`config.mk`:
```
export PLATFORM = sky130hd
export DESIGN_NAME = fetch_ctrl
export DESIGN_NICKNAME = d
export VERILOG_FILES = /design/src/rtl/fetch_ctrl_pkg.sv /design/src/rtl/fetch_fifo.sv /design/src/rtl/fetch_ctrl.sv
export SDC_FILE = /design/constraint.sdc
export NUM_CORES = 1
export LEC_CHECK = 0
export BUFFER_PORTS_ARGS = -buffer_cell sky130_fd_sc_hd__buf_2
export CAP_MARGIN = 20
export CORE_ASPECT_RATIO = 1.25
export CORE_MARGIN = 8
export CORE_UTILIZATION = 55
export CTS_BUF_LIST = sky130_fd_sc_hd__clkbuf_8
export CTS_CLUSTER_DIAMETER = 150
export DETAILED_ROUTE_END_ITERATION = 16
export PLACE_DENSITY = 0.83
export SLEW_MARGIN = 25
export SYNTH_ARGS = -nofsm -noshare
export SYNTH_HDL_FRONTEND = slang
export SYNTH_SLANG_ARGS = --single-unit
export TNS_END_PERCENT = 1
```
`constraint.sdc`:
```
create_clock -name clk_i -period 7.5 [get_ports clk_i]
set_input_delay 1.5 -clock clk_i [delete_from_list [all_inputs] [get_ports clk_i]]
set_output_delay 1.5 -clock clk_i [all_outputs]
set_load 0.03 [all_outputs]
```
`src/rtl/fetch_ctrl_pkg.sv`:
```
// Shared definitions for the instruction fetch controller: state encoding,
// datapath width and reset/default constants.
package fetch_ctrl_pkg;

  typedef enum logic {
    ST_IDLE = 1'b0,
    ST_RUN  = 1'b1
  } fetch_state_e;

  localparam int unsigned INSTR_W          = 32;
  localparam logic [31:0] RESET_PC_DEFAULT = 32'h0000_0000;
  localparam logic [31:0] NOP_INSTR        = 32'h0000_0013;

endpackage

```
`src/rtl/fetch_fifo.sv`:
```
// Two-entry instruction buffer holding (instruction, PC) pairs.
// Flush wins over push and pop; a push with a pop at any occupancy does both.
module fetch_fifo
  import fetch_ctrl_pkg::*;
(
  input  logic               clk_i,
  input  logic               rst_i,
  input  logic               flush_i,
  input  logic               push_i,
  input  logic [INSTR_W-1:0] push_data_i,
  input  logic [31:0]        push_pc_i,
  input  logic               pop_i,
  output logic [INSTR_W-1:0] head_data_o,
  output logic [31:0]        head_pc_o,
  output logic [1:0]         count_o
);

  logic [INSTR_W-1:0] data_q [2];
  logic [31:0]        pc_q   [2];
  logic               wr_ptr_q, wr_ptr_d;
  logic               rd_ptr_q, rd_ptr_d;
  logic [1:0]         count_q, count_d;

  always_comb begin
    wr_ptr_d = wr_ptr_q;
    rd_ptr_d = rd_ptr_q;
    count_d  = count_q;
    if (flush_i) begin
      wr_ptr_d = 1'b0;
      rd_ptr_d = 1'b0;
      count_d  = 2'd0;
    end else begin
      if (push_i) wr_ptr_d = ~wr_ptr_q;
      if (pop_i)  rd_ptr_d = ~rd_ptr_q;
      count_d = count_q + {1'b0, push_i} - {1'b0, pop_i};
    end
  end

  always_ff @(posedge clk_i) begin
    if (rst_i) begin
      wr_ptr_q <= 1'b0;
      rd_ptr_q <= 1'b0;
      count_q  <= 2'd0;
    end else begin
      wr_ptr_q <= wr_ptr_d;
      rd_ptr_q <= rd_ptr_d;
      count_q  <= count_d;
    end
  end

  // Storage is not reset: the count alone decides what is valid.
  always_ff @(posedge clk_i) begin
    if (push_i && !flush_i) begin
      data_q[wr_ptr_q] <= push_data_i;
      pc_q[wr_ptr_q]   <= push_pc_i;
    end
  end

  assign head_data_o = data_q[rd_ptr_q];
  assign head_pc_o   = pc_q[rd_ptr_q];
  assign count_o     = count_q;

  a_no_write_when_full: assert property (@(posedge clk_i) disable iff (rst_i)
    !(push_i && !flush_i && !pop_i && count_q == 2'd2));

endmodule

```
`src/rtl/fetch_ctrl.sv`:
```
// Instruction fetch controller: issues ROM reads under a two-credit limit,
// buffers returning instructions with their PCs and handles redirects.
// Handshake: an instruction transfers on any cycle where instr_valid_o and
// instr_ready_i are both high; valid never depends on ready.
module fetch_ctrl
  import fetch_ctrl_pkg::*;
#(
  parameter logic [31:0] RESET_PC   = RESET_PC_DEFAULT,
  parameter int          FIFO_DEPTH = 2
) (
  input  logic               clk_i,
  input  logic               rst_i,
  input  logic               halt_i,
  input  logic               redirect_i,
  input  logic [31:0]        redirect_pc_i,
  output logic               rom_rden_o,
  output logic [31:0]        rom_pc_o,
  input  logic [INSTR_W-1:0] rom_instr_i,
  output logic [INSTR_W-1:0] instr_o,
  output logic [31:0]        instr_pc_o,
  output logic               instr_valid_o,
  input  logic               instr_ready_i,
  output fetch_state_e       state_o
);

  fetch_state_e       state_q, state_d;
  logic [31:0]        pc_q, pc_d;
  logic               inflight_q, inflight_d;
  logic [31:0]        req_pc_q, req_pc_d;

  logic               req;
  logic               pop;
  logic               push;
  logic [2:0]         credit_used;
  logic [1:0]         fifo_count;
  logic [INSTR_W-1:0] head_data;
  logic [31:0]        head_pc;

  always_comb begin
    state_d    = state_q;
    pc_d       = pc_q;
    inflight_d = 1'b0;
    req_pc_d   = req_pc_q;

    pop         = instr_valid_o & instr_ready_i;
    // Slots already spoken for once this cycle's pop is accounted for.
    credit_used = {1'b0, fifo_count} + {2'b0, inflight_q} - {2'b0, pop};
    req         = !rst_i && (state_q == ST_RUN) && !redirect_i &&
                  (credit_used < 3'(FIFO_DEPTH));
    push        = inflight_q & ~redirect_i;

    case (state_q)
      ST_IDLE: if (!halt_i) state_d = ST_RUN;
      ST_RUN:  if (halt_i)  state_d = ST_IDLE;
      default: state_d = ST_IDLE;
    endcase

    if (redirect_i) begin
      pc_d = {redirect_pc_i[31:2], 2'b00};
    end else if (req) begin
      pc_d       = pc_q + 32'd4;
      inflight_d = 1'b1;
      req_pc_d   = pc_q;
    end
  end

  always_ff @(posedge clk_i) begin
    if (rst_i) begin
      state_q    <= ST_IDLE;
      pc_q       <= RESET_PC;
      inflight_q <= 1'b0;
      req_pc_q   <= 32'h0;
    end else begin
      state_q    <= state_d;
      pc_q       <= pc_d;
      inflight_q <= inflight_d;
      req_pc_q   <= req_pc_d;
    end
  end

  fetch_fifo u_fifo (
    .clk_i       (clk_i),
    .rst_i       (rst_i),
    .flush_i     (redirect_i),
    .push_i      (push),
    .push_data_i (rom_instr_i),
    .push_pc_i   (req_pc_q),
    .pop_i       (pop),
    .head_data_o (head_data),
    .head_pc_o   (head_pc),
    .count_o     (fifo_count)
  );

  assign rom_rden_o    = req;
  assign rom_pc_o      = rst_i ? RESET_PC : pc_q;
  assign instr_valid_o = (fifo_count != 2'd0) && !rst_i;
  assign instr_o       = instr_valid_o ? head_data : '0;
  assign instr_pc_o    = instr_valid_o ? head_pc   : '0;
  assign state_o       = state_q;

endmodule

```
Word level (Yosys, flattened, before mapping)
Memories as Yosys holds them, arrays and structs flattened. A register that Yosys moved wholly into a read port is not among the register bits. Index checks and enable logic that the tools add are counted.

Memories: 2. Bits of input ports: 69. Output and inout port bits: 99. Memory bits (writable): 128. Flip-flop bits (word level): 70. Logic and storage cells: 45. Memory bits (read-only): 0. Bits in latches: 0.

Memories: u_fifo.data_q (depth 2, bits a word 32, rd ports 1, clocked after Yosys merged registers in 1, wr ports 1, line fetch_fifo.sv:18) `logic [INSTR_W-1:0] data_q [2];`; u_fifo.pc_q (depth 2, bits a word 32, rd ports 1, clocked after Yosys merged registers in 1, wr ports 1, line fetch_fifo.sv:19) `logic [31:0] pc_q [2];`.

Add/subtract/negate cells: 5. Magnitude comparators: 1. Equality and inequality tests: 0. Div/mod/pow operators: 0. Mux-type cells: 13. Reductions and logical operators: 11. Shifts and indexed selects: 0. Bitwise gates (word level): 5. $mul: 0.

Operators by type and width (count): $mux 32 (5); $add 32x3->32 const B (1); $mux 1 (8); $logic_and 1x1->1 (5); $reduce_bool 2->1 (2); $add 2x1->3 (1); $lt 3x2->1 const B (1); $not 1->1 (3); $sub 3x1->3 (1); $add 2x1->2 (1); $and 1x1->1 (2); $logic_not 1->1 (2); $reduce_and 2->1 (1); $reduce_or 2->1 (1); $sub 2x1->2 (1).

Logic depth before layout (Yosys ltp)
Gate-level depths: netlist of run 1.

Word-level depth: 8. Mapped depth: 17.

Modules after synthesis
From an unflattened synthesis of run 1, not the netlist that was laid out.

Cell total of the unflattened synthesis: 713. Area, all modules: 8709.6 um2.

Modules (own cells, without submodules): fetch_fifo (times used 1, area an instance 5137.4 um2, cells an instance 218, sequential area each 3943.8 um2); fetch_ctrl (times used 1, area an instance 3572.2 um2, cells an instance 495, sequential area each 1241.2 um2).

Worst setup path after synthesis of run 1
Ideal clock, no wire load.

Path type: input -> output. From: in rst_i. To: out rom_rden_o. Setup slack: 1.624 ns. Data arrival time: 4.376 ns. Cell stages on the path: 14. Buffers on the path: 4. Cells stage by stage: clkbuf_1 > o21bai_1 > clkbuf_1 > inv_1 > and2_1 > ha_1 > inv_1 > nand2_1 > fa_1 > xnor2_1 > nand4_1 > inv_2 > buf_2 > buf_1.

Word-level cells in the longest chain between the ends: 6. Elaborated cells on any way between the ends: 8. Classes of those cells: 1 x add/sub; 1 x order compare; 1 x bitwise; 5 x reduce/logical.

RTL lines: start, declared (line fetch_ctrl.sv:12) `input logic rst_i,`; $logic_not 1->1 (line fetch_ctrl.sv:96) `assign instr_valid_o = (fifo_count != 2'd0) && !rst_i;`; $logic_and 1x1->1 (line fetch_ctrl.sv:96); named net instr_valid_o (line fetch_ctrl.sv:21) `output logic instr_valid_o,`; $and 1x1->1 (line fetch_ctrl.sv:45) `pop = instr_valid_o & instr_ready_i;`; named net pop (line fetch_ctrl.sv:32) `logic pop;`; $sub 3x1->3 (line fetch_ctrl.sv:47) `credit_used = {1'b0, fifo_count} + {2'b0, inflight_q} - {2'b0, pop};`; $lt 3x2->1 (line fetch_ctrl.sv:49) `(credit_used < 3'(FIFO_DEPTH));`; $logic_and 1x1->1 (line fetch_ctrl.sv:48) `req = !rst_i && (state_q == ST_RUN) && !redirect_i &&`; end, declared (line fetch_ctrl.sv:16) `output logic rom_rden_o,`.

The timed path passes the listed nets, and every way through them passes these cells.

Final worst setup path of run 1
From: in rst_i. To: out rom_rden_o.

Word-level cells in the longest chain between the ends: 6. Elaborated cells on any way between the ends: 8. Classes of those cells: 1 x add/sub; 1 x order compare; 1 x bitwise; 5 x reduce/logical.

RTL lines (line): $logic_not 1->1 (fetch_ctrl.sv:96); $logic_and 1x1->1 (fetch_ctrl.sv:96); $and 1x1->1 (fetch_ctrl.sv:45); named net pop (fetch_ctrl.sv:32); $sub 3x1->3 (fetch_ctrl.sv:47); $lt 3x2->1 (fetch_ctrl.sv:49); $logic_and 1x1->1 (fetch_ctrl.sv:48).

The timed path passes the listed nets, and every way through them passes these cells.

==> results.md, run 1 <==
* Setup crit start kind: input port
* Crit-path max FO at 47
* Top cell type's share of synthesized area at 46.5%
* Setup Viol. Count Final at 0
* # port buffers at 161
* Min-delay worst type: register to register
* Worst-margin pin slew at roughly 0.84 ns
* Die Area at about 0.019 mm^2
* PwrDens at between 200 and 250 mW/mm^2
* Largest net degree at the start of global routing at between 60 and 70
* Fin. Hold Viols at 0
* Worst Skew at ~0.012 ns
* Die Height at 151 um
* Post-Syn Area at between 0.008 and 0.009 mm^2
* Tcrit/Tclk final at 71.8%
* WHS at ~0.46 ns
* CTS tree: yes
* Grt total ovfl at 0
* Commonest cells in the netlist: 124 x edfxtp_1, 82 x nand2_1, 79 x nor2_1
* DRT Pass-1 Iters at 4
* IO Pins at between 150 and 200
* RSZ-0062 raised after global routing: no
* Cts bufs inserted at 17
* Relative slew slack at between 40 and 50%
* Clock latency on the worst-skew pair at between 0.4 and 0.5 ns
* Peak VDD IR at 143 uV
* Final-layout fill cell count at approximately 1,200
* Initial Util at between 50% and 60%
* Worst path required time at 6.00 ns
* Gpl congestion at 0.775
* Number of nets in the layout at between 900 and 1,000
* Clk buf depth at 2
* Seq cells post-synth at between 150 and 200
* Yosys cell types at 51
* Post-route ant nets at 0
* Cells after Synth at 694
* Pins over their slew limit at 0
* Sink Count at about 190
* DRT Wirelength at between 15,000 and 20,000 um
* Routed vias/inst at about 5.5
* YS warnings at 0
* H-tree levels at 4
* Global Route Usage Sum at 18.7%
* Core area at between 0.01 and 0.015 mm^2
* Num rows at just under 50
* P&R area growth vs syn at 17.1%
* Chip width at approximately 120 um
* Post-synth EDFFs at approximately 120
* Average cell area after synthesis at between 10 and 15 um^2
* ANT cells at 0
* Max Freq at between 150 and 200 MHz
* Critical setup path kind: input port to output port
* Most numerous cell in the Yosys netlist: edfxtp_1
* Ys flop type: edfxtp_1
* Area contributors post-synth: edfxtp_1 46%, dfxtp_1 17%, mux2i_1 7.7%
* Status: finished clean
* PostCTS Resize Cnt at 0
* Number of global-route vias before repair at between 5,000 and 6,000
* DP HPWL at between 10,000 and 15,000 um
* Drt wl/cell at 17.0 um
* Fin crit period at 5.38 ns
* Yosys top cell by area: edfxtp_1
* Setup_tns at 0 ns
* Reg clk slew, reported paths at roughly 0.090 ns
* Max Cap Viol at 0
* Hold_buf cts at 0
* Vias at 5,696
* LEAKAGE at approximately 3.4 nW
* CP arrival at 3.88 ns
* Post-CTS setup buffers at 0
* Async S/R FF share, synth at 0%
* Seq/Total Area, Yosys at 63.2%
* Initial drt markers at between 400 and 500
* Initial antenna violation count at 0
* Wire length of the first global-routing pass at 27,600 um
* Drc violations at 0
* Layout cells sized above 1 at between 20% and 30%
* Root Driver: clkbuf_8
* Critical Path End Type: output port
==> critical path: stages <==
cell      delay (ns)
buf_2           0.07
buf_4           0.40
o21bai_4        0.23
inv_1           0.06
and2_1          0.19
ha_1            0.29
inv_1           0.07
nand2_1         0.07
fa_1            0.38
xnor2_1         0.16
nand4_1         0.16
inv_2           0.08
buf_2           0.19
==> cells in the final DEF (no fill, tap or decap), drive strengths merged, types with 10 or more instances in the layout <==
| cell | n |
|---|---|
| a21oi | 43 |
| and3 | 10 |
| buf | 170 |
| dfxtp | 67 |
| nor2 | 79 |
| edfxtp | 124 |
| a31oi | 16 |
| clkbuf | 17 |
| nor2b | 30 |
| mux2i | 62 |
| nand2 | 82 |
| and2 | 12 |
| inv | 16 |
| o22ai | 10 |
| nand4 | 19 |
==> through the flow <==
stage	area, um^2	setup WS [ns]	util, %	cells	total power, mW
5_1_grt	9390	1.97	65.4	1027	2.04
3_3_place_gp	8930	2.21	62.3	995	1.28
2_1_floorplan	8020	1.62	-	697	1.24
4_1_cts	9360	2.13	65.2	1026	1.98
6_report	9390	2.12	65.4	1027	1.97
3_5_place_dp	8930	2.14	62.3	995	1.28
==> flip-flops by register name (all words and copies together) (netlist names), named ones only <==
| register | flops |
|---|---|
| req_pc_q | 30 |
| u_fifo.wr_ptr_q | 1 |
| u_fifo.data_q | 64 |
| pc_q | 30 |
| inflight_q | 1 |
| state_o | 1 |
| u_fifo.pc_q | 60 |
| u_fifo.count_o | 2 |
| u_fifo.rd_ptr_q | 1 |
==> area by class of cell <==
cell class,instances,area [um^2],area share [%]
clock buffers,17,234,2.49
inverters,12,45.0,0.480
repair buffers,170,893,9.52
flip-flops and latches,191,5070,54.0
multi-input cells,445,2730,29.1
well taps,178,223,2.37
clock inverters,14,193,2.05
==> logic make-up (layout without fill, tap and decap cells) <==
kind of cell / Yosys count / count (layout) / share of synthesized area (%)
AOI/OAI and AO/OA: 97 / 97 / 7.36
xor gates and xnor gates: 14 / 14 / 1.53
adders and majority gates: 5 / 5 / 0.874
buffers and inverters: 61 / 213 / 3.12
DFF: 191 / 191 / 63.2
muxes: 65 / 65 / 8.17
other: 1 / 4 / 0.0468
and+or+nand+nor: 260 / 260 / 15.7
==> routing by layer <==
layer | wire, um | global-route usage (%) | vias to the layer above | share of wire [%]
met5 | 0 | 0 | - | 0
met4 | 331 | 6.02 | 0 | 1.9
met3 | 1030 | 4.33 | 27 | 5.9
met2 | 9090 | 32.8 | 176 | 52
met1 | 6970 | 22.0 | 2731 | 40
li1 | - | - | 2762 | -
==> path summary, 6_finish.rpt <==
| kind | start | endpoint | slack (ns) | depth (start not counted) |
|---|---|---|---|---|
| setup reg to reg | u_fifo.count_o[1] | pc_q[15] | 4.08 | 14 |
| hold reg to reg | req_pc_q[25] | u_fifo.pc_q[1][25] | 0.46 | 0 |
| hold / removal | req_pc_q[25] | u_fifo.pc_q[1][25] | 0.46 | 0 |
| setup / recovery | rst_i | rom_rden_o | 2.12 | 13 |
==> power by group <==
| part | internal [mW] | total (mW) | switching, mW |
|---|---|---|---|
| Clock | 0.362 | 0.711 | 0.348 |
| Combinational | 0.0396 | 0.106 | 0.0669 |
| Sequential | 1.13 | 1.15 | 0.0199 |
| Total | 1.53 | 1.97 | 0.435 |
Power figures use the tool's default switching activity.
==> run 2, diff against run 1 <==
--- a/config.mk
+++ b/config.mk
@@ -5,15 +5,16 @@
 export SDC_FILE = /design/constraint.sdc
 export NUM_CORES = 1
 export LEC_CHECK = 0
+export ABC_AREA = 1
 export BUFFER_PORTS_ARGS = -buffer_cell sky130_fd_sc_hd__buf_2
 export CAP_MARGIN = 20
 export CORE_ASPECT_RATIO = 1.25
 export CORE_MARGIN = 8
-export CORE_UTILIZATION = 55
+export CORE_UTILIZATION = 52
 export CTS_BUF_LIST = sky130_fd_sc_hd__clkbuf_8
 export CTS_CLUSTER_DIAMETER = 150
 export DETAILED_ROUTE_END_ITERATION = 16
-export PLACE_DENSITY = 0.83
+export PLACE_DENSITY = 0.82
 export SLEW_MARGIN = 25
 export SYNTH_ARGS = -nofsm -noshare
 export SYNTH_HDL_FRONTEND = slang
==> constraint.sdc (replaced) <==
create_clock -name clk_i -period 4.4 [get_ports clk_i]
set_input_delay 0.88 -clock clk_i [delete_from_list [all_inputs] [get_ports clk_i]]
set_output_delay 0.88 -clock clk_i [all_outputs]
set_load 0.03 [all_outputs]
==> run 2 against run 1 <==
  * Hold slack got worse by 0.0064 ns
  * Cell area rose by 6.8%
  * Clock power up 49%
  * Highest routed layer unchanged
  * Clock skew up 0.0090 ns
  * Via count is 14% higher
  * Flip-flop and latch count stayed put
  * First-iteration DRC count shrank 5.1%
  * Wire length increased by 12%
  * Sequential power grew 70%
  * Synthesized cell count up 31%
==> results.md, run 2 <==
* Met2 GRT Util at 31.9% (-0.94 points)
* CP cell instances: buf_2, a21oi_4, nand2_1, inv_1, ha_1, inv_1, nand2_1, fa_1, nand2_1, a21oi_1, nand2_2, inv_2, buf_2
* GR Layer Usage met1 at 21.6% (-0.33 points)
* Async S/R FF share, synth at 0% (unchanged)
* Max Freq at about 270 MHz
* Hold_buf cts at 0 (unchanged)
* Setup Viol. Count Final at 0 (unchanged)
* Ys flop type: edfxtp_1
* Fin. Hold Viols at 0 (unchanged)
* CP arrival at 2.85 ns (-1.03 ns)
* Most frequent cells in the layout: 197 x nand2_1, 161 x buf_2, 136 x inv_1
* Wire length of the first global-routing pass at 31,200 um (+13%)
* Core area at 0.0166 mm^2 (+16%)
* Status: finished clean
* Routed vias/inst at 5.02 (-9.5%)
* Commonest cells in the netlist: 197 x nand2_1, 136 x inv_1, 124 x edfxtp_1
* Vias at 6,478 (+14%)
* Yosys top cell by area: edfxtp_1
* Initial antenna violation count at 0 (unchanged)
* Pins over their slew limit at 0 (unchanged)
* Max Cap Viol at 0 (unchanged)
* Slowest CP cell: fa_1
* Most numerous cell in the Yosys netlist: nand2_1
* YS warnings at 0 (unchanged)
* Max incr delay on CP at 0.49 ns (+0.09 ns)
* Tcrit/Tclk final at between 80% and 90%
* Cts bufs inserted at 17 (unchanged)
* Top cell type's share of synthesized area at 42.9% (-3.6 points)
* Post-synth EDFFs at 124 (unchanged)
* Layout cells sized above 1 at 26.7% (+1.9 points)
* Area contributors post-synth: edfxtp_1 43%, dfxtp_1 15%, nand2_1 8.5%
* Die Height at 160 um (+6.3%)
* Grt total ovfl at 0 (unchanged)
* Cells after Synth at 909 (+31%)
* Most flop-heavy register: u_fifo.data_q
* Largest net degree at the start of global routing at 66 (+4.8%)
* PwrDens at 323 mW/mm^2 (+54%)
* Drc violations at 0 (unchanged)
* DRT Pass-1 Iters at 5 (+1)
* Most common cell after layout, fill and taps aside: nand2_1
* CTS tree: yes
* DRT Wirelength at 19,500 um (+12%)
* Yosys cell types at 37 (-27%)
* Num rows at 53 (+8.2%)
* Drt wl/cell at 15.1 um (-11%)
* PostCTS Resize Cnt at 0 (unchanged)
* Number of nets in the layout at 1,131 (+24%)
* Reg clk slew, reported paths at 0.10 ns (about the same)
* Setup_tns at 0 ns (unchanged)
* Largest register FFs at 64 (unchanged)
* Die Area at 0.0211 mm^2 (+13%)
* Critical setup path kind: input port to output port
* Busiest grt layer: met2
* H-tree levels at 4 (unchanged)
* Post-CTS setup buffers at 0 (unchanged)
* Worst-margin pin slew at 0.756 ns (-0.0886 ns)
* Clock latency on the worst-skew pair at 0.45 ns (about the same)
* Sink Count at 191 (unchanged)
* Chip width at 132 um (+6.2%)
* ANT cells at 0 (unchanged)
* Final-layout fill cell count at 1,407 (+22%)
* Crit-path max FO at 12 (-74%)
* Initial drt markers at 443 (-5.1%)
* Finished Core Util at 60.5% (-4.9 points)
* Clk buf depth at 2 (unchanged)
* Largest registers: u_fifo.data_q (64), u_fifo.pc_q (60)
* Average cell area after synthesis at 9.56 um^2 (-17%)
* Setup crit start kind: input port
* DP HPWL at 13,400 um (+16%)
* RSZ-0062 raised after global routing: no
* Worst Skew at 0.0212 ns (+0.00900 ns)
* Root Driver: clkbuf_8
* Seq/Total Area, Yosys at 58.3% (-4.9 points)
* Number of global-route vias before repair at 6,208 (+10%)
* Min-delay worst type: register to register
* Fin crit period at around 3.7 ns
* Gpl congestion at 0.891 (+15%)
* Global Route Usage Sum at 18.3% (-0.35 points)
* IO Pins at 168 (unchanged)
* Relative slew slack at 49.4% (+5.7 points)
* P&R area growth vs syn at 15.4%
* Post-route ant nets at 0 (unchanged)
* Post-Syn Area at 0.00869 mm^2 (+8.4%)
* Most frequent CP cell: nand2_1
* Initial Util at 52.4% (-3.5 points)
* Worst path required time at 3.52 ns (-2.48 ns)
* Met3 Track Usage GR at 3.81% (-0.51 points)
* Seq cells post-synth at 191 (unchanged)
* # port buffers at 161 (unchanged)
* Critical Path End Type: output port
* Peak VDD IR at 157 uV (+9.9%)
* LEAKAGE at 4.67 nW (+36%)
[run 2: power breakdown]
group | total [mW] | internal (mW) | switching [mW] | leakage [nW]
clock | 1.06 | 0.412 | 0.652 | 0.182
sequential | 1.96 | 1.93 | 0.0284 | 1.74
combinational | 0.211 | 0.0711 | 0.140 | 2.74
total | 3.24 | 2.42 | 0.820 | 4.67
[run 2: worst paths after layout]
check                                    endpoint              start  slack [ns]  cells after the start
worst max-delay path                   rom_rden_o              rst_i        0.67                     13
worst min-delay path            u_fifo.pc_q[1][7]        req_pc_q[7]        0.46                      0
worst max register to register            pc_q[9]  u_fifo.count_o[1]        1.23                     17
worst min register to register  u_fifo.pc_q[1][7]        req_pc_q[7]        0.46                      0
[run 2: critical path, delay by kind of cell]
kind | cells | cell delay (ns)
buffers and inverters | 5 | 0.57
AND/OR/NAND/NOR | 4 | 0.43
AO/OA/AOI/OAI | 2 | 0.26
adder cells (fa/ha/maj) | 2 | 0.71
[run 2: cell type report]
type | instances | area (um^2) | area share, %
clock buffers | 17 | 234 | 2.33
clock inverters | 15 | 128 | 1.27
inverters | 140 | 528 | 5.27
multi-input cells | 538 | 2890 | 28.8
flip-flops and latches | 191 | 5070 | 50.5
well taps | 220 | 275 | 2.75
repair buffers | 169 | 903 | 9.01
[run 2: layer usage]
| metal | vias up | share of wire [%] |
|---|---|---|
| met5 | - | 0 |
| met4 | 0 | 2.5 |
| met3 | 30 | 5.7 |
| met1 | 2991 | 42 |
| met2 | 224 | 50 |
| li1 | 3233 | - |
[run 2: kinds of logic after synthesis]
logic type	count (synthesis)	share of synthesized area, %
DFF	191	58.3
adders and majority gates	5	0.807
and+or+nand+nor	390	19.0
xor gates and xnor gates	4	0.403
muxes	62	8.04
AOI/OAI and AO/OA	73	4.58
other	1	0.0432
buffers and inverters	183	8.77
[run 2: per-stage QoR]
step	area (um^2)	worst slack, ns	instances	hold slack [ns]	power, mW
CTS	10000	0.629	1290	0.462	3.27
global route	10000	0.461	1290	0.469	3.36
detailed placement	9670	0.659	1258	0.434	2.21
floorplan	8700	-0.103	912	0.420	2.14
finish	10000	0.671	1290	0.457	3.24
global placement	9670	0.679	1258	0.427	2.21
==> run 3, diff against run 2 <==
==> constraint.sdc (replaced) <==
create_clock -name clk_i -period 3.3 [get_ports clk_i]
set_input_delay 0.66 -clock clk_i [delete_from_list [all_inputs] [get_ports clk_i]]
set_output_delay 0.66 -clock clk_i [all_outputs]
set_load 0.03 [all_outputs]
==> run 3 against run 2 <==
  * Global-route usage rose by 0.54 points
  * Cell count rose by 0.62%
  * Clock power rose by 56%
  * Highest routed layer unchanged
==> results.md, run 3 (synthesized netlist as in run 2, its figures left out) <==
* Pins over their slew limit at 0 (unchanged)
* Worst Skew at 0.0111 ns (-0.0101 ns)
* Switching pwr at 1.03 mW (+26%)
* Clock latency on the worst-skew pair at 0.47 ns (+0.02 ns)
* Peak VDD IR at 272 uV (+74%)
* Most frequent cells in the layout: 196 x nand2_1, 160 x buf_2, 137 x inv_1
* Net Sw Frac at 22.7% (-2.7 points)
* Initial Util at 52.4% (unchanged)
* Max Cap Viol at 0 (unchanged)
* Clk buf depth at 2 (unchanged)
* Die Height at 160 um (unchanged)
* Root Driver: clkbuf_8
* CTS tree: yes
* DP HPWL at 14,000 um (+4.7%)
* Hold_buf cts at 0 (unchanged)
* Cts bufs inserted at 17 (unchanged)
* Core area at 0.0166 mm^2 (unchanged)
* DRT Wirelength at 20,000 um (+2.3%)
* CP bufs+invs at 5 (unchanged)
* Setup Viol. Count Final at 0 (unchanged)
* Largest registers: u_fifo.data_q (64), u_fifo.pc_q (60)
* Largest net degree at the start of global routing at 64 (-3.0%)
* Grt total ovfl at 0 (unchanged)
* Max Freq at 317 MHz
* Gpl congestion at 0.903 (+1.3%)
* Seq pwr share at 57.4% (-3.2 points)
* Relative slew slack at 40.9% (-8.5 points)
* Reg clk slew, reported paths at 0.09 ns (about the same)
* ANT cells at 0 (unchanged)
* Worst-margin pin slew at 0.883 ns (+0.126 ns)
* CP arrival at 2.49 ns (-0.36 ns)
* Initial antenna violation count at 0 (unchanged)
* # port buffers at 161 (unchanged)
* IO Pins at 168 (unchanged)
* Routed vias/inst at 5.04 (+0.41%)
* Critical Path End Type: output port
* Chip width at 132 um (unchanged)
* Post-route ant nets at 0 (unchanged)
* Setup_tns at 0 ns (unchanged)
* Wire length of the first global-routing pass at 32,300 um (+3.6%)
* Clock power frac at 36.3% (+3.4 points)
* Min-delay worst type: input port to register
* Multi-input gate area at 0.00290 mm^2 (+0.22%)
* Drt wl/cell at 15.4 um (+1.6%)
* Slowest CP cell: fa_1
* WL met3 at 1130 um (+1.1%)
* P&R area growth vs syn at 17.4%
* Tcrit/Tclk final at ~96%
* Number of global-route vias before repair at 6,618 (+6.6%)
* Largest register FFs at 64 (unchanged)
* H-tree levels at 4 (unchanged)
* Critical setup path kind: register to output port
* Comb power frac at 6.3% (-0.2 points)
* Crit-path max FO at 4 (-8)
* CP delay by family, top: adder cells
* Die Area at 0.0211 mm^2 (unchanged)
* Layout cells sized above 1 at 27.6% (+0.91 points)
* CP cell instances: inv_2, a21oi_4, nand2_2, inv_1, ha_1, inv_2, nand2_1, fa_1, nand2_1, a21oi_2, nand2_2, inv_4, buf_6
* Fin crit period at approximately 3.2 ns
* Total power at 4.56 mW (+41%)
* Register area at 0.00507 mm^2 (about the same)
* Number of nets in the layout at 1,139 (+0.71%)
* WHS at 0.332 ns (-0.125 ns)
* Met2 wire length at 10,100 um (+3.3%)
* Num rows at 53 (unchanged)
* PwrDens at 447 mW/mm^2 (+38%)
* Most common cell after layout, fill and taps aside: nand2_1
* Max incr delay on CP at 0.48 ns (about the same)
* Status: finished clean
* DR top layer: met4
* Most flop-heavy register: u_fifo.data_q
* Drc violations at 0 (unchanged)
* DRT Pass-1 Iters at 5 (unchanged)
* Met1 wire length at 8080 um (-0.39%)
* Fin. Hold Viols at 0 (unchanged)
* Initial drt markers at 407 (-8.1%)
* LEAKAGE at 4.77 nW (+2.1%)
* Final-layout fill cell count at 1,437 (+2.1%)
* Internal Power at 3.52 mW (+46%)
* Global Route Usage Sum at 18.9% (+0.54 points)
* Sink Count at 191 (unchanged)
* Vias at 6,545 (+1.0%)
* Worst path required time at 2.64 ns (-0.88 ns)
* Setup crit start kind: register
[run 3: cell count changes in the layout (fill, tap and decap cells not counted), sizes merged]
| cell | change |
|---|---|
| clkbuf | +1 |
| bufinv | +4 |
| clkinvlp | -2 |
| buf | +8 |
| clkinv | -3 |
[run 3: final timing paths]
| path | startpoint | endpoint | slack [ns] | cells after the start |
|---|---|---|---|---|
| setup / recovery | u_fifo.count_o[1] | rom_rden_o | 0.15 | 13 |
| hold / removal | halt_i | state_o | 0.33 | 2 |
| setup reg to reg | u_fifo.count_o[1] | pc_q[5] | 0.40 | 19 |
| hold reg to reg | req_pc_q[7] | u_fifo.pc_q[1][7] | 0.46 | 0 |
[run 3: area by class of cell]
cell class,instances,share of cell area [%]
multi-input combinational,538,28.4
timing repair buffer,177,9.75
tap,220,2.70
inverter,140,5.20
clock buffer,18,2.43
clock inverter,14,1.83
sequential,191,49.7
[run 3: power groups by stage]
stage | Sequential, mW | Combinational [mW] | Clock, mW
6_report | 2.62 | 0.289 | 1.65
5_1_grt | 2.62 | 0.319 | 1.78
4_1_cts | 2.61 | 0.289 | 1.68
3_5_place_dp | 2.67 | 0.286 | 0
3_3_place_gp | 2.67 | 0.278 | 0
2_1_floorplan | 2.66 | 0.186 | 0
[run 3: routing by layer]
layer / vias up / global-route usage [%]
met5: - / 0
met3: 36 / 3.59
li1: 3261 / -
met4: 0 / 9.26
met2: 239 / 33.5
met1: 3009 / 21.3
[run 3: repair_timing]
action / in CTS / in global routing
endpoints found under the setup margin: 1 / 1
gates resized for setup: 5 / 3
setup buffers: 1 / 2
pin swaps: 1 / 1
[run 3: through the flow]
stage | utilization (%) | setup slack [ns] | area, um^2 | instances
after CTS | 61.4 | 0.00846 | 10200 | 1296
after detailed placement | 58.7 | 0.0986 | 9730 | 1263
after global placement | 58.7 | 0.120 | 9730 | 1263
final | 61.5 | 0.146 | 10200 | 1298
after global routing | 61.5 | -0.0223 | 10200 | 1298
after floorplan | - | -0.983 | 8700 | 912
